**src/rtl/mem_stage_if.sv**
```systemverilog
// rtl/mem_stage_if.sv - data-memory request/ready bus between the memory stage and data memory
interface mem_stage_if #(
  parameter int DATA_WIDTH    = 32,
  parameter int ADDRESS_WIDTH = 32
);
  logic                     dmem_req;
  logic                     dmem_we;
  logic [ADDRESS_WIDTH-1:0] dmem_addr;
  logic [DATA_WIDTH-1:0]    dmem_wdata;
  logic [3:0]               dmem_be;
  logic                     dmem_ready;
  logic [DATA_WIDTH-1:0]    dmem_rdata;

  modport master (
    output dmem_req, dmem_we, dmem_addr, dmem_wdata, dmem_be,
    input  dmem_ready, dmem_rdata
  );

  modport slave (
    input  dmem_req, dmem_we, dmem_addr, dmem_wdata, dmem_be,
    output dmem_ready, dmem_rdata
  );
endinterface

```
**src/rtl/mem_stage.sv**
```systemverilog
// rtl/mem_stage.sv - E->M pipeline register, load/store lane steering and data-memory handshake
module mem_stage #(
  parameter int DATA_WIDTH    = 32,
  parameter int ADDRESS_WIDTH = 32
) (
  input  logic                     clk,
  input  logic                     rst_n,
  input  logic                     reg_write_e,
  input  logic [1:0]               res_src_e,
  input  logic                     mem_write_e,
  input  logic [2:0]               funct3_e,
  input  logic [DATA_WIDTH-1:0]    alu_result_e,
  input  logic [DATA_WIDTH-1:0]    write_data_e,
  input  logic [4:0]               rd_e,
  input  logic [ADDRESS_WIDTH-1:0] pc_plus4_e,
  input  logic                     flush_m,
  mem_stage_if.master              dmem,
  output logic                     stall_m,
  output logic                     reg_write_m,
  output logic [1:0]               res_src_m,
  output logic [DATA_WIDTH-1:0]    alu_result_m,
  output logic [DATA_WIDTH-1:0]    read_data_m,
  output logic [4:0]               rd_m,
  output logic [ADDRESS_WIDTH-1:0] pc_plus4_m,
  output logic                     mem_fault_m
);

  typedef enum logic [1:0] {IDLE, BUSY, DONE} state_t;

  state_t                   state_q, state_d;
  logic                     reg_write_q, mem_write_q;
  logic [1:0]               res_src_q;
  logic [2:0]               funct3_q;
  logic [DATA_WIDTH-1:0]    alu_q, wdata_q;
  logic [4:0]               rd_q;
  logic [ADDRESS_WIDTH-1:0] pc4_q;
  logic [DATA_WIDTH-1:0]    read_data_q;

  logic                     is_store, is_load, mem_op, aligned, funct_ok, fault, access;
  logic                     req;
  logic [1:0]               off;
  logic [3:0]               be;
  logic [DATA_WIDTH-1:0]    wdata, rshift, load_ext;

  always_ff @(posedge clk or negedge rst_n) begin
    if (!rst_n) begin
      reg_write_q <= 1'b0;
      mem_write_q <= 1'b0;
      res_src_q   <= 2'b00;
      funct3_q    <= 3'b000;
      alu_q       <= '0;
      wdata_q     <= '0;
      rd_q        <= 5'd0;
      pc4_q       <= '0;
    end else if (!stall_m) begin
      if (flush_m) begin
        reg_write_q <= 1'b0;
        mem_write_q <= 1'b0;
        res_src_q   <= 2'b00;
        funct3_q    <= 3'b000;
        alu_q       <= '0;
        wdata_q     <= '0;
        rd_q        <= 5'd0;
        pc4_q       <= '0;
      end else begin
        reg_write_q <= reg_write_e;
        mem_write_q <= mem_write_e;
        res_src_q   <= res_src_e;
        funct3_q    <= funct3_e;
        alu_q       <= alu_result_e;
        wdata_q     <= write_data_e;
        rd_q        <= rd_e;
        pc4_q       <= pc_plus4_e;
      end
    end
  end

  // A store takes precedence if both store and load selects are set.
  assign is_store = mem_write_q;
  assign is_load  = !mem_write_q && (res_src_q == 2'b01);
  assign mem_op   = is_store || is_load;
  assign off      = alu_q[1:0];

  always_comb begin
    aligned = 1'b0;
    case (funct3_q[1:0])
      2'b00:   aligned = 1'b1;
      2'b01:   aligned = !off[0];
      2'b10:   aligned = (off == 2'b00);
      default: aligned = 1'b0;
    endcase
  end

  assign funct_ok = is_store ? !funct3_q[2] : !(funct3_q[2] && funct3_q[1]);
  assign fault    = mem_op && !(aligned && funct_ok);
  assign access   = mem_op && !fault;

  always_ff @(posedge clk or negedge rst_n) begin
    if (!rst_n) state_q <= IDLE;
    else        state_q <= state_d;
  end

  always_comb begin
    state_d = state_q;
    case (state_q)
      IDLE:    if (access) state_d = dmem.dmem_ready ? DONE : BUSY;
      BUSY:    if (dmem.dmem_ready) state_d = DONE;
      default: state_d = IDLE;
    endcase
  end

  always_comb begin
    req     = 1'b0;
    stall_m = 1'b0;
    case (state_q)
      IDLE: begin
        req     = access;
        stall_m = access;
      end
      BUSY: begin
        req     = 1'b1;
        stall_m = 1'b1;
      end
      default: ;
    endcase
  end

  // Lanes derive only from the held M register, so they stay stable while BUSY.
  always_comb begin
    be    = 4'b0000;
    wdata = wdata_q;
    if (is_store) begin
      case (funct3_q[1:0])
        2'b00:   wdata = {4{wdata_q[7:0]}};
        2'b01:   wdata = {2{wdata_q[15:0]}};
        default: wdata = wdata_q;
      endcase
    end
    if (access) begin
      if (is_store) begin
        case (funct3_q[1:0])
          2'b00:   be = 4'b0001 << off;
          2'b01:   be = 4'b0011 << {off[1], 1'b0};
          default: be = 4'b1111;
        endcase
      end else begin
        be = 4'b1111;
      end
    end
  end

  assign rshift = dmem.dmem_rdata >> {off, 3'b000};

  always_comb begin
    load_ext = dmem.dmem_rdata;
    case (funct3_q)
      3'b000:  load_ext = {{(DATA_WIDTH-8){rshift[7]}}, rshift[7:0]};
      3'b001:  load_ext = {{(DATA_WIDTH-16){rshift[15]}}, rshift[15:0]};
      3'b100:  load_ext = {{(DATA_WIDTH-8){1'b0}}, rshift[7:0]};
      3'b101:  load_ext = {{(DATA_WIDTH-16){1'b0}}, rshift[15:0]};
      default: load_ext = dmem.dmem_rdata;
    endcase
  end

  always_ff @(posedge clk or negedge rst_n) begin
    if (!rst_n)                                  read_data_q <= '0;
    else if (req && dmem.dmem_ready && is_load)  read_data_q <= load_ext;
  end

  assign dmem.dmem_req   = req;
  assign dmem.dmem_we    = access && is_store;
  assign dmem.dmem_addr  = {alu_q[ADDRESS_WIDTH-1:2], 2'b00};
  assign dmem.dmem_wdata = wdata;
  assign dmem.dmem_be    = be;

  assign reg_write_m  = reg_write_q && !stall_m && !fault;
  assign mem_fault_m  = fault;
  assign res_src_m    = res_src_q;
  assign alu_result_m = alu_q;
  assign read_data_m  = read_data_q;
  assign rd_m         = rd_q;
  assign pc_plus4_m   = pc4_q;

endmodule
```
**src/flat_wrapper.sv**
```systemverilog
// flat-port wrapper written by rule: the top's interface ports become plain ports
module mem_stage_flat 
#(
  parameter int DATA_WIDTH    = 32,
  parameter int ADDRESS_WIDTH = 32
)
  (clk, rst_n, reg_write_e, res_src_e, mem_write_e, funct3_e, alu_result_e, write_data_e, rd_e, pc_plus4_e, flush_m, stall_m, reg_write_m, res_src_m, alu_result_m, read_data_m, rd_m, pc_plus4_m, mem_fault_m, dmem_dmem_req, dmem_dmem_we, dmem_dmem_addr, dmem_dmem_wdata, dmem_dmem_be, dmem_dmem_ready, dmem_dmem_rdata);
  mem_stage_if #(.DATA_WIDTH(DATA_WIDTH), .ADDRESS_WIDTH(ADDRESS_WIDTH)) dmem_i ();
  input  logic clk;
  input  logic rst_n;
  input  logic reg_write_e;
  input  logic [1:0] res_src_e;
  input  logic mem_write_e;
  input  logic [2:0] funct3_e;
  input  logic [DATA_WIDTH-1:0] alu_result_e;
  input  logic [DATA_WIDTH-1:0] write_data_e;
  input  logic [4:0] rd_e;
  input  logic [ADDRESS_WIDTH-1:0] pc_plus4_e;
  input  logic flush_m;
  output logic stall_m;
  output logic reg_write_m;
  output logic [1:0] res_src_m;
  output logic [DATA_WIDTH-1:0] alu_result_m;
  output logic [DATA_WIDTH-1:0] read_data_m;
  output logic [4:0] rd_m;
  output logic [ADDRESS_WIDTH-1:0] pc_plus4_m;
  output logic mem_fault_m;
  output wire logic [$bits(dmem_i.dmem_req)-1:0] dmem_dmem_req;
  output wire logic [$bits(dmem_i.dmem_we)-1:0] dmem_dmem_we;
  output wire logic [$bits(dmem_i.dmem_addr)-1:0] dmem_dmem_addr;
  output wire logic [$bits(dmem_i.dmem_wdata)-1:0] dmem_dmem_wdata;
  output wire logic [$bits(dmem_i.dmem_be)-1:0] dmem_dmem_be;
  input wire logic [$bits(dmem_i.dmem_ready)-1:0] dmem_dmem_ready;
  input wire logic [$bits(dmem_i.dmem_rdata)-1:0] dmem_dmem_rdata;
  assign dmem_dmem_req = dmem_i.dmem_req;
  assign dmem_dmem_we = dmem_i.dmem_we;
  assign dmem_dmem_addr = dmem_i.dmem_addr;
  assign dmem_dmem_wdata = dmem_i.dmem_wdata;
  assign dmem_dmem_be = dmem_i.dmem_be;
  assign dmem_i.dmem_ready = dmem_dmem_ready;
  assign dmem_i.dmem_rdata = dmem_dmem_rdata;
  mem_stage #(.DATA_WIDTH(DATA_WIDTH), .ADDRESS_WIDTH(ADDRESS_WIDTH)) u_core (.clk(clk), .rst_n(rst_n), .reg_write_e(reg_write_e), .res_src_e(res_src_e), .mem_write_e(mem_write_e), .funct3_e(funct3_e), .alu_result_e(alu_result_e), .write_data_e(write_data_e), .rd_e(rd_e), .pc_plus4_e(pc_plus4_e), .flush_m(flush_m), .dmem(dmem_i), .stall_m(stall_m), .reg_write_m(reg_write_m), .res_src_m(res_src_m), .alu_result_m(alu_result_m), .read_data_m(read_data_m), .rd_m(rd_m), .pc_plus4_m(pc_plus4_m), .mem_fault_m(mem_fault_m));
endmodule
```
**config.mk**
```make
export PLATFORM = sky130hd
export DESIGN_NAME = mem_stage_flat
export DESIGN_NICKNAME = d
export VERILOG_FILES = /design/src/rtl/mem_stage_if.sv /design/src/rtl/mem_stage.sv /design/src/flat_wrapper.sv
export SDC_FILE = /design/constraint.sdc
export NUM_CORES = 1
export LEC_CHECK = 0
export ABC_CLOCK_PERIOD_IN_PS = 2700
export BUFFER_PORTS_ARGS = -buffer_cell sky130_fd_sc_hd__buf_4
export CAP_MARGIN = 25
export CORE_MARGIN = 8
export CORE_UTILIZATION = 49
export DETAILED_ROUTE_END_ITERATION = 6
export HOLD_SLACK_MARGIN = 0.08
export PLACE_DENSITY = 0.88
export SYNTH_ARGS = -nofsm -noshare
export SYNTH_HDL_FRONTEND = slang
export SYNTH_SLANG_ARGS = --single-unit
```
**constraint.sdc**
```tcl
create_clock -name clk -period 2.7 [get_ports clk]
set_input_delay 0.27 -clock clk [delete_from_list [all_inputs] [get_ports clk]]
set_output_delay 0.27 -clock clk [all_outputs]
set_load 0.005 [all_outputs]
```
==> results of run 1 <==
-- final timing paths --
path	from	endpoint	slack, ns	cells past startpoint
worst min register to register	u_core.pc_plus4_m[29]$_DFFE_PN0N_	u_core.pc_plus4_m[29]$_DFFE_PN0N_	0.49	1
max in group asynchronous	rst_n	u_core.pc_plus4_m[26]$_DFFE_PN0N_	1.50	3
worst max register to register	u_core.funct3_q[2]$_DFFE_PN0N_	u_core.pc_plus4_m[15]$_DFFE_PN0N_	0.43	5
worst max-delay path	u_core.funct3_q[2]$_DFFE_PN0N_	reg_write_m	0.03	6
worst min-delay path	funct3_e[0]	u_core.funct3_q[0]$_DFFE_PN0N_	0.12	3
min in group asynchronous	rst_n	u_core.rd_m[4]$_DFFE_PN0N_	0.43	2
-- cell usage in the layout, fill, tap and decap left out, types with 2 or more instances in the layout --
cell type      count
a31oi_1            6
a22oi_1           13
inv_6              3
diode_2            2
buf_4            330
bufinv_16          3
o22ai_1            2
nor2b_1          109
clkbuf_8           3
or3_1              3
clkinv_4           3
mux2_2            49
nand2b_1           7
and2_1             3
a31oi_2           10
a2bb2oi_1          7
inv_1             12
nand2_1           26
clkbuf_16         18
nor2_1            11
dfrtp_1          141
o221ai_1           8
dlygate4sd3_1      2
mux2i_1           23
o21ai_0            8
conb_1             2
a21oi_1           48
mux2_1            80
clkinv_2           2
-- routing by layer --
metal  global-route usage  share of wire
met1                0.271           0.37
met2                0.428           0.51
met3               0.0826          0.087
met4                0.115          0.035
met5                    0              0
-- sequential cells by signal, indices dropped and copies added (netlist names) --
signal and flops:
u_core.alu_result_m 32, u_core.pc_plus4_m 32, u_core.read_data_m 32, u_core.wdata_q 32
u_core.rd_m 5, u_core.funct3_q 3, u_core.res_src_m 2, u_core.state_q 2
u_core.is_store 1, u_core.reg_write_q 1
-- through the flow --
step           TNS, ns  cells
6_report             0   1139
5_1_grt        -0.0274   1139
4_1_cts              0   1137
3_5_place_dp         0   1103
3_3_place_gp         0   1103
2_1_floorplan        0    676
-- cell type report --
class                   instances  share of cell area
clock inverters                11              0.0146
clock buffers                  21              0.0450
multi-input cells             428               0.329
inverters                      12             0.00431
well taps                     188              0.0225
repair buffers                335               0.244
diodes                          2            0.000478
flip-flops and latches        142               0.340
-- cells by family after synthesis --
| kind of cell | synth area share |
|---|---|
| buffers and inverters | 0.0817 |
| and+or+nand+nor | 0.125 |
| other | 0.000496 |
| AOI/OAI and AO/OA | 0.0979 |
| muxes | 0.225 |
| DFF | 0.470 |
-- power by group through the flow --
stage          logic, mW  clock network, mW  registers [mW]
3_5_place_dp        6.20                  0            3.73
6_report            6.18               2.47            3.74
3_3_place_gp        6.08                  0            3.68
4_1_cts             6.23               2.51            3.72
2_1_floorplan       3.69                  0            3.62
5_1_grt             6.62               2.62            3.85
-- repair_timing --
| item | CTS | global route |
|---|---|---|
| resized for setup | 3 | 3 |
| hold buffers | 2 | 0 |
| endpoints found under the setup margin | 1 | 1 |
| endpoints found under the hold margin | 63 | 0 |
-- cell usage after synthesis, drive strengths merged (2+ instances only) --
master,number
dfrtp,142
mux2,129
nor2b,109
buf,61
a21oi,49
clkbuf,33
nand2,26
mux2i,23
a31oi,16
a22oi,13
inv,12
nor2,11
o21ai,8
o221ai,8
a2bb2oi,7
nand2b,7
and2,3
o22ai,3
or3,3
a221oi,2
-- critical path: stages (launching register included) --
cell	delay, ns
dfrtp_1	0.47
nor4_2	0.41
o22ai_2	0.20
a21oi_4	0.22
clkbuf_16	0.36
nor3b_1	0.10
buf_4	0.15
==> metrics.csv, run 1 <==
metric;value;unit
status;finished clean;
routed_wl;24500;um
tritoncts;built;
postSynth.asyncResetShare;1.00;
ys_ff_latch;142;
dieArea;19700;sq um
place.gp.congestion;0.848;
drv_slew;0;
cap_violations;0;
ant_nets;0;
drive_gt1_frac;0.456;
wl_per_cell;21.6;um
tightest_slew;0.776;ns
yosysTopAreaCell;dfrtp_1;
cts.sinks;142;
grt_max_degree;85;
hold_path_class;input port to flip-flop;
pre_cts_ws;0.380;ns
swShare;0.365;
cts_setup_buffers;0;
seq_area;3550;sq um
synth.area.top_cells;dfrtp_1 47%, mux2_1 12%, nor2b_1 9.0%, mux2_2 7.3%, buf_4 5.0%;
drcViolationCount;0;
slew_headroom;0.482;
leakage;5.12;nW
nets;1080;
clock_skew;0.0122;ns
antenna_found_initial;2;
multi_input_area;3450;sq um
start_util;0.500;
dr_total_vias;6258;
vdd_ir_drop_max;0.000976;V
timing.hold.ws;0.124;ns
hold_violations;0;
p_total;12.4;mW
fp.dieH;140;um
syn2layout_area_growth;38.3;%
avgSynthCellArea;11.2;sq um
drt_iter0_drc;458;
finalCriticalPeriod;2.67;ns
seq_power_share;0.302;
crit_path_max_fanout;84;
crit_arrival;2.40;ns
start_kind;flip-flop;
io-pin-count;320;
power.density;1180;nW/um^2
core;15100;sq um
internal-power;7.87;mW
placed_area;9780;sq um
p_clk_frac;0.199;
rsz0062_at_grt;true;
clk_latency;0.42;ns
die_w;140;um
num-fill-cells;1107;
synth.distinct_cells;36;
synth_ff_type;dfrtp_1;
clockBufferDepth;2;
grt_pass1_wl;37800;um
numCtsBuffers;17;
dp_hpwl;18200;um
fin_crit_sh;0.987;
path_clk_slew;0.06;ns
setup_slack;0.0343;ns
cp-end-kind;output port;
seq_area_frac_synth;0.470;
synthCells;675;
placementRows;45;
synth_enable_flop_cells;0;
cp.required;2.43;ns
timing.fmax;375;MHz
finalSetupViolations;0;
grt_util_all_layers;0.248;
comb_power_share;0.499;
crit_type;flip-flop to output port;
fin_area;10500;sq um
grt_pass1_vias;6683;
power.net_switching;4.52;mW
syn-cell-area;7570;sq um
viasPerCell;5.49;
h-tree-depth;4;
grt_overflow;0;
utilization;0.691;
portBuffers;317;
root_buffer;clkbuf_16;
ys.warnings.count;0;
synth.top_cell.area_share;0.470;
first_pass_iters;5;
Power figures use the tool's default switching activity.
==> run 2: changes to the inputs <==
--- a/config.mk
+++ b/config.mk
@@ -13,6 +13,7 @@
 export DETAILED_ROUTE_END_ITERATION = 6
 export HOLD_SLACK_MARGIN = 0.08
 export PLACE_DENSITY = 0.88
+export SETUP_SLACK_MARGIN = 0.1
 export SYNTH_ARGS = -nofsm -noshare
 export SYNTH_HDL_FRONTEND = slang
 export SYNTH_SLANG_ARGS = --single-unit
==> metrics.csv, run 2 (same netlist as run 1, synthesis figures left out) <==
metric;value;unit
first_pass_iters;7;
numCtsBuffers;17;
placed_area;9780;sq um
crit_buf_inv;2;
wl_per_cell;22.0;um
worst_r2r_path_depth;6;
worstHoldPathCells;3;
slew_headroom;0.468;
ant_nets;0;
timing.hold.ws;0.127;ns
clk_latency;0.42;ns
core;15100;sq um
path_depth;6;
grt_pass1_vias;6726;
clock_skew;0.0128;ns
start_kind;flip-flop;
drcViolationCount;4;
p_total;12.7;mW
finalSetupViolations;0;
dp_hpwl;18200;um
drv_slew;0;
utilization;0.695;
h-tree-depth;4;
status;finished, violations left;
cap_violations;0;
crit_type;flip-flop to output port;
rsz0062_at_grt;false;
path_cells;a221oi_2 -> o22ai_2 -> a21oi_4 -> buf_12 -> nor3b_1 -> buf_4;
die_w;140;um
hold_path_class;input port to flip-flop;
start_util;0.500;
portBuffers;317;
fin_tns_setup;0;ns
grt_util_all_layers;0.254;
reg2reg_from;u_core.alu_result_m[0]$_DFFE_PN0N_;
drt_iter0_drc;459;
crit_arrival;2.25;ns
violations;DRC;
tightest_slew;0.799;ns
place.gp.congestion;0.848;
slowest_stage;dfrtp_1;
clockBufferDepth;2;
dr_total_vias;6340;
crit_path_max_fanout;21;
critPathMaxStageDelay;0.53;ns
r2r_slack;0.27;ns
cts.sinks;142;
fp.dieH;140;um
cp-end-kind;output port;
path_clk_slew;0.06;ns
vdd_ir_drop_max;0.000971;V
viasPerCell;5.55;
final_cell_mix;330 x buf_4, 142 x dfrtp_1, 109 x nor2b_1;
hp-start;funct3_e[0];
placementRows;45;
grt_pass1_wl;38600;um
fin_area;10500;sq um
hold_violations;0;
syn2layout_area_growth;39.1;%
tritoncts;built;
nets;1083;
cp.required;2.43;ns
antenna_found_initial;2;
io-pin-count;320;
final_common_cell;buf_4;
root_buffer;clkbuf_16;
finalCriticalPeriod;2.52;ns
drive_gt1_frac;0.457;
grt_max_degree;64;
num-fill-cells;1101;
power.density;1210;nW/um^2
whs_endpoint;u_core.funct3_q[0]$_DFFE_PN0N_;
routed_wl;25100;um
dieArea;19700;sq um
timing.rr.end;u_core.wdata_q[7]$_DFFE_PN0N_;
grt_overflow;0;
timing.fmax;397;MHz
fin_crit_sh;0.932;
leakage;5.16;nW
crit_family;compound AO/OA/AOI/OAI gates;
run 2: cell count changes in the layout (fill, tap and decap cells not counted):
cell       before  now
a221oi_4        1    0
dfrtp_2         1    0
bufbuf_16       0    2
buf_12          1    2
a221oi_2        0    1
buf_8           0    1
clkbuf_16      18   17
dfrtp_1       141  142
run 2: worst max path at each step:
stage / from / end
after detailed placement: u_core.alu_result_m[0]$_DFFE_PN0N_ / reg_write_m
final: u_core.alu_result_m[0]$_DFFE_PN0N_ / reg_write_m
after global routing: u_core.alu_result_m[0]$_DFFE_PN0N_ / stall_m
after global placement: u_core.alu_result_m[0]$_DFFE_PN0N_ / reg_write_m
after CTS: u_core.alu_result_m[0]$_DFFE_PN0N_ / reg_write_m
after floorplan: u_core.alu_result_m[0]$_DFFE_PN0N_ / u_core.funct3_q[1]$_DFFE_PN0N_
run 2: timing repair:
item,4_1_cts,5_1_grt
hold buffers,2,0
resized for setup,2,2
buffers inserted,1,0
cloned,2,0
endpoints found under the hold margin,63,0
pin swaps,1,0
setup endpoints to repair,3,2
run 2: tightest hold or removal path: stages:
cell and delay, ns:
buf_4 0.11, nand2b_1 0.06, mux2i_1 0.06
run 2: area by class of cell:
cell class	instances	area, sq um	area share
multi-input cells	428	3430	0.326
repair buffers	338	2630	0.250
well taps	188	235	0.0223
diodes	2	5.00	0.000476
flip-flops and latches	142	3550	0.338
clock buffers	21	470	0.0447
inverters	12	45.0	0.00428
clock inverters	11	153	0.0145
run 2: metal layers:
metal  routed length (um)  up-vias  track usage
li1                     -     2825            -
met1                 9340     3126        0.285
met2                12600      337        0.430
met3                 2300       52       0.0829
met4                  866        0        0.119
met5                    0        -            0
run 2: stage by stage:
| stage | setup WS [ns] | std cells |
|---|---|---|
| 2_1_floorplan | 0.719 | 676 |
| 3_3_place_gp | 0.424 | 1103 |
| 3_5_place_dp | 0.380 | 1103 |
| 4_1_cts | 0.131 | 1140 |
| 5_1_grt | 0.0954 | 1142 |
| 6_report | 0.183 | 1142 |
run 2: power breakdown:
group          switching (mW)  internal [mW]
sequential              0.688           3.05
combinational            3.01           3.52
clock                   0.931           1.54
==> run 3: changes to the inputs <==
--- a/config.mk
+++ b/config.mk
@@ -6,7 +6,7 @@
 export NUM_CORES = 1
 export LEC_CHECK = 0
 export ABC_CLOCK_PERIOD_IN_PS = 2700
-export BUFFER_PORTS_ARGS = -buffer_cell sky130_fd_sc_hd__buf_4
+export BUFFER_PORTS_ARGS = -buffer_cell sky130_fd_sc_hd__buf_2
 export CAP_MARGIN = 25
 export CORE_MARGIN = 8
 export CORE_UTILIZATION = 49
==> metrics.csv, run 3 (same netlist as run 1, synthesis figures left out) <==
metric;value;unit
slowest_stage;dfrtp_2;
fin_tns_setup;0;ns
syn2layout_area_growth;28.1;%
crit_arrival;2.18;ns
internal-power;7.24;mW
viasPerCell;5.47;
grt_overflow;0;
timing.hold.ws;0.126;ns
wl_per_cell;20.7;um
drv_slew;0;
num-fill-cells;1194;
power.net_switching;4.46;mW
crit_type;flip-flop to output port;
hold_path_class;input port to flip-flop;
comb_power_share;0.497;
clockBufferDepth;2;
p_total;11.7;mW
routed_wl;23700;um
portBuffers;317;
p_clk_frac;0.190;
leakage;4.92;nW
power.density;1210;nW/um^2
tightest_slew;0.753;ns
numCtsBuffers;17;
root_buffer;clkbuf_16;
dieArea;19700;sq um
grt_pass1_wl;37500;um
start_util;0.500;
path_cells;a221oi_2 -> o22ai_2 -> a21oi_4 -> buf_12 -> nor3b_1 -> buf_2;
finalCriticalPeriod;2.45;ns
clock_skew;0.0118;ns
slew_headroom;0.498;
die_w;140;um
drcViolationCount;0;
drt_iter0_drc;342;
clk_latency;0.42;ns
nets;1085;
final_common_cell;buf_2;
core;15100;sq um
cp.required;2.43;ns
grt_util_all_layers;0.244;
critPathMaxStageDelay;0.49;ns
placementRows;45;
dp_hpwl;17500;um
seq_power_share;0.313;
status;finished clean;
antenna_found_initial;4;
io-pin-count;320;
vdd_ir_drop_max;0.000740;V
dr_total_vias;6267;
rsz0062_at_grt;false;
timing.fmax;408;MHz
cap_violations;0;
place.gp.congestion;0.841;
cp-end-kind;output port;
tritoncts;built;
start_kind;flip-flop;
path_clk_slew;0.06;ns
fp.dieH;140;um
h-tree-depth;4;
drive_gt1_frac;0.458;
grt_pass1_vias;6804;
finalSetupViolations;0;
grt_max_degree;79;
swShare;0.381;
final_cell_mix;315 x buf_2, 141 x dfrtp_1, 109 x nor2b_1;
fin_area;9700;sq um
ant_nets;0;
first_pass_iters;4;
crit_path_max_fanout;29;
cts.sinks;142;
placed_area;9020;sq um
fin_crit_sh;0.907;
hold_violations;0;
==> run 3: cell count changes in the layout (fill, tap and decap cells not counted), moves of 2 or more <==
| cell | before | now |
|---|---|---|
| bufinv_16 | 3 | 1 |
| buf_2 | 0 | 315 |
| buf_4 | 330 | 17 |
| clkinvlp_4 | 0 | 5 |
| clkbuf_8 | 3 | 1 |
==> run 3: power by group through the flow <==
stage | logic (mW) | clock network (mW) | registers (mW)
after floorplan | 3.69 | 0 | 3.62
after global placement | 5.43 | 0 | 3.62
after detailed placement | 5.52 | 0 | 3.67
after CTS | 5.90 | 2.26 | 3.65
after global routing | 6.30 | 2.37 | 3.78
final | 5.81 | 2.23 | 3.66
==> run 3: per-stage QoR <==
stage / setup slack, ns / instances / utilization
6_report: 0.251 / 1145 / 0.640
5_1_grt: 0.134 / 1145 / 0.640
4_1_cts: 0.172 / 1142 / 0.639
3_5_place_dp: 0.455 / 1105 / 0.596
3_3_place_gp: 0.507 / 1105 / 0.596
2_1_floorplan: 0.719 / 676 / -
==> run 3: worst max-delay path, delay by kind of cell, from the launching register on <==
kind	cells	cell delay (ns)
AO/OA/AOI/OAI	3	0.79
buffers and inverters	2	0.37
flip-flops	1	0.49
AND/OR/NAND/NOR	1	0.08
==> run 3: cell type report <==
type	instances	area [sq um]	share of cell area
antenna	3	7.51	0.000774
clock buffer	20	447	0.0461
clock inverter	12	113	0.0116
inverter	12	45.0	0.00465
multi-input combinational	428	3430	0.354
sequential	142	3550	0.367
tap	188	235	0.0243
timing repair buffer	340	1860	0.192
==> run 3: worst paths after layout <==
path	start	to	slack, ns	cells after the start
min in group asynchronous	rst_n	u_core.rd_m[4]$_DFFE_PN0N_	0.45	2
hold reg to reg	u_core.pc_plus4_m[26]$_DFFE_PN0N_	u_core.pc_plus4_m[26]$_DFFE_PN0N_	0.49	1
setup reg to reg	u_core.alu_result_m[0]$_DFFE_PN0N_	u_core.alu_result_m[14]$_DFFE_PN0N_	0.44	6
setup / recovery	u_core.alu_result_m[0]$_DFFE_PN0N_	reg_write_m	0.25	6
max in group asynchronous	rst_n	u_core.pc_plus4_m[23]$_DFFE_PN0N_	1.36	3
hold / removal	funct3_e[0]	u_core.funct3_q[0]$_DFFE_PN0N_	0.13	3
==> run 3: what timing repair did <==
item / CTS / global route
gates resized for setup: 1 / 2
pin swaps: 1 / 0
cloned: 2 / 0
endpoints found under the setup margin: 3 / 3
endpoints found under the hold margin: 76 / 0
hold buffers: 2 / 0
setup buffers: 1 / 0
==> run 3: metal layers <==
metal | GRT usage | share of wire | vias up
met2 | 0.405 | 0.50 | 324
met4 | 0.114 | 0.038 | 2
li1 | - | - | 2828
met5 | 0 | 0.00055 | -
met1 | 0.276 | 0.38 | 3055
met3 | 0.0873 | 0.087 | 58
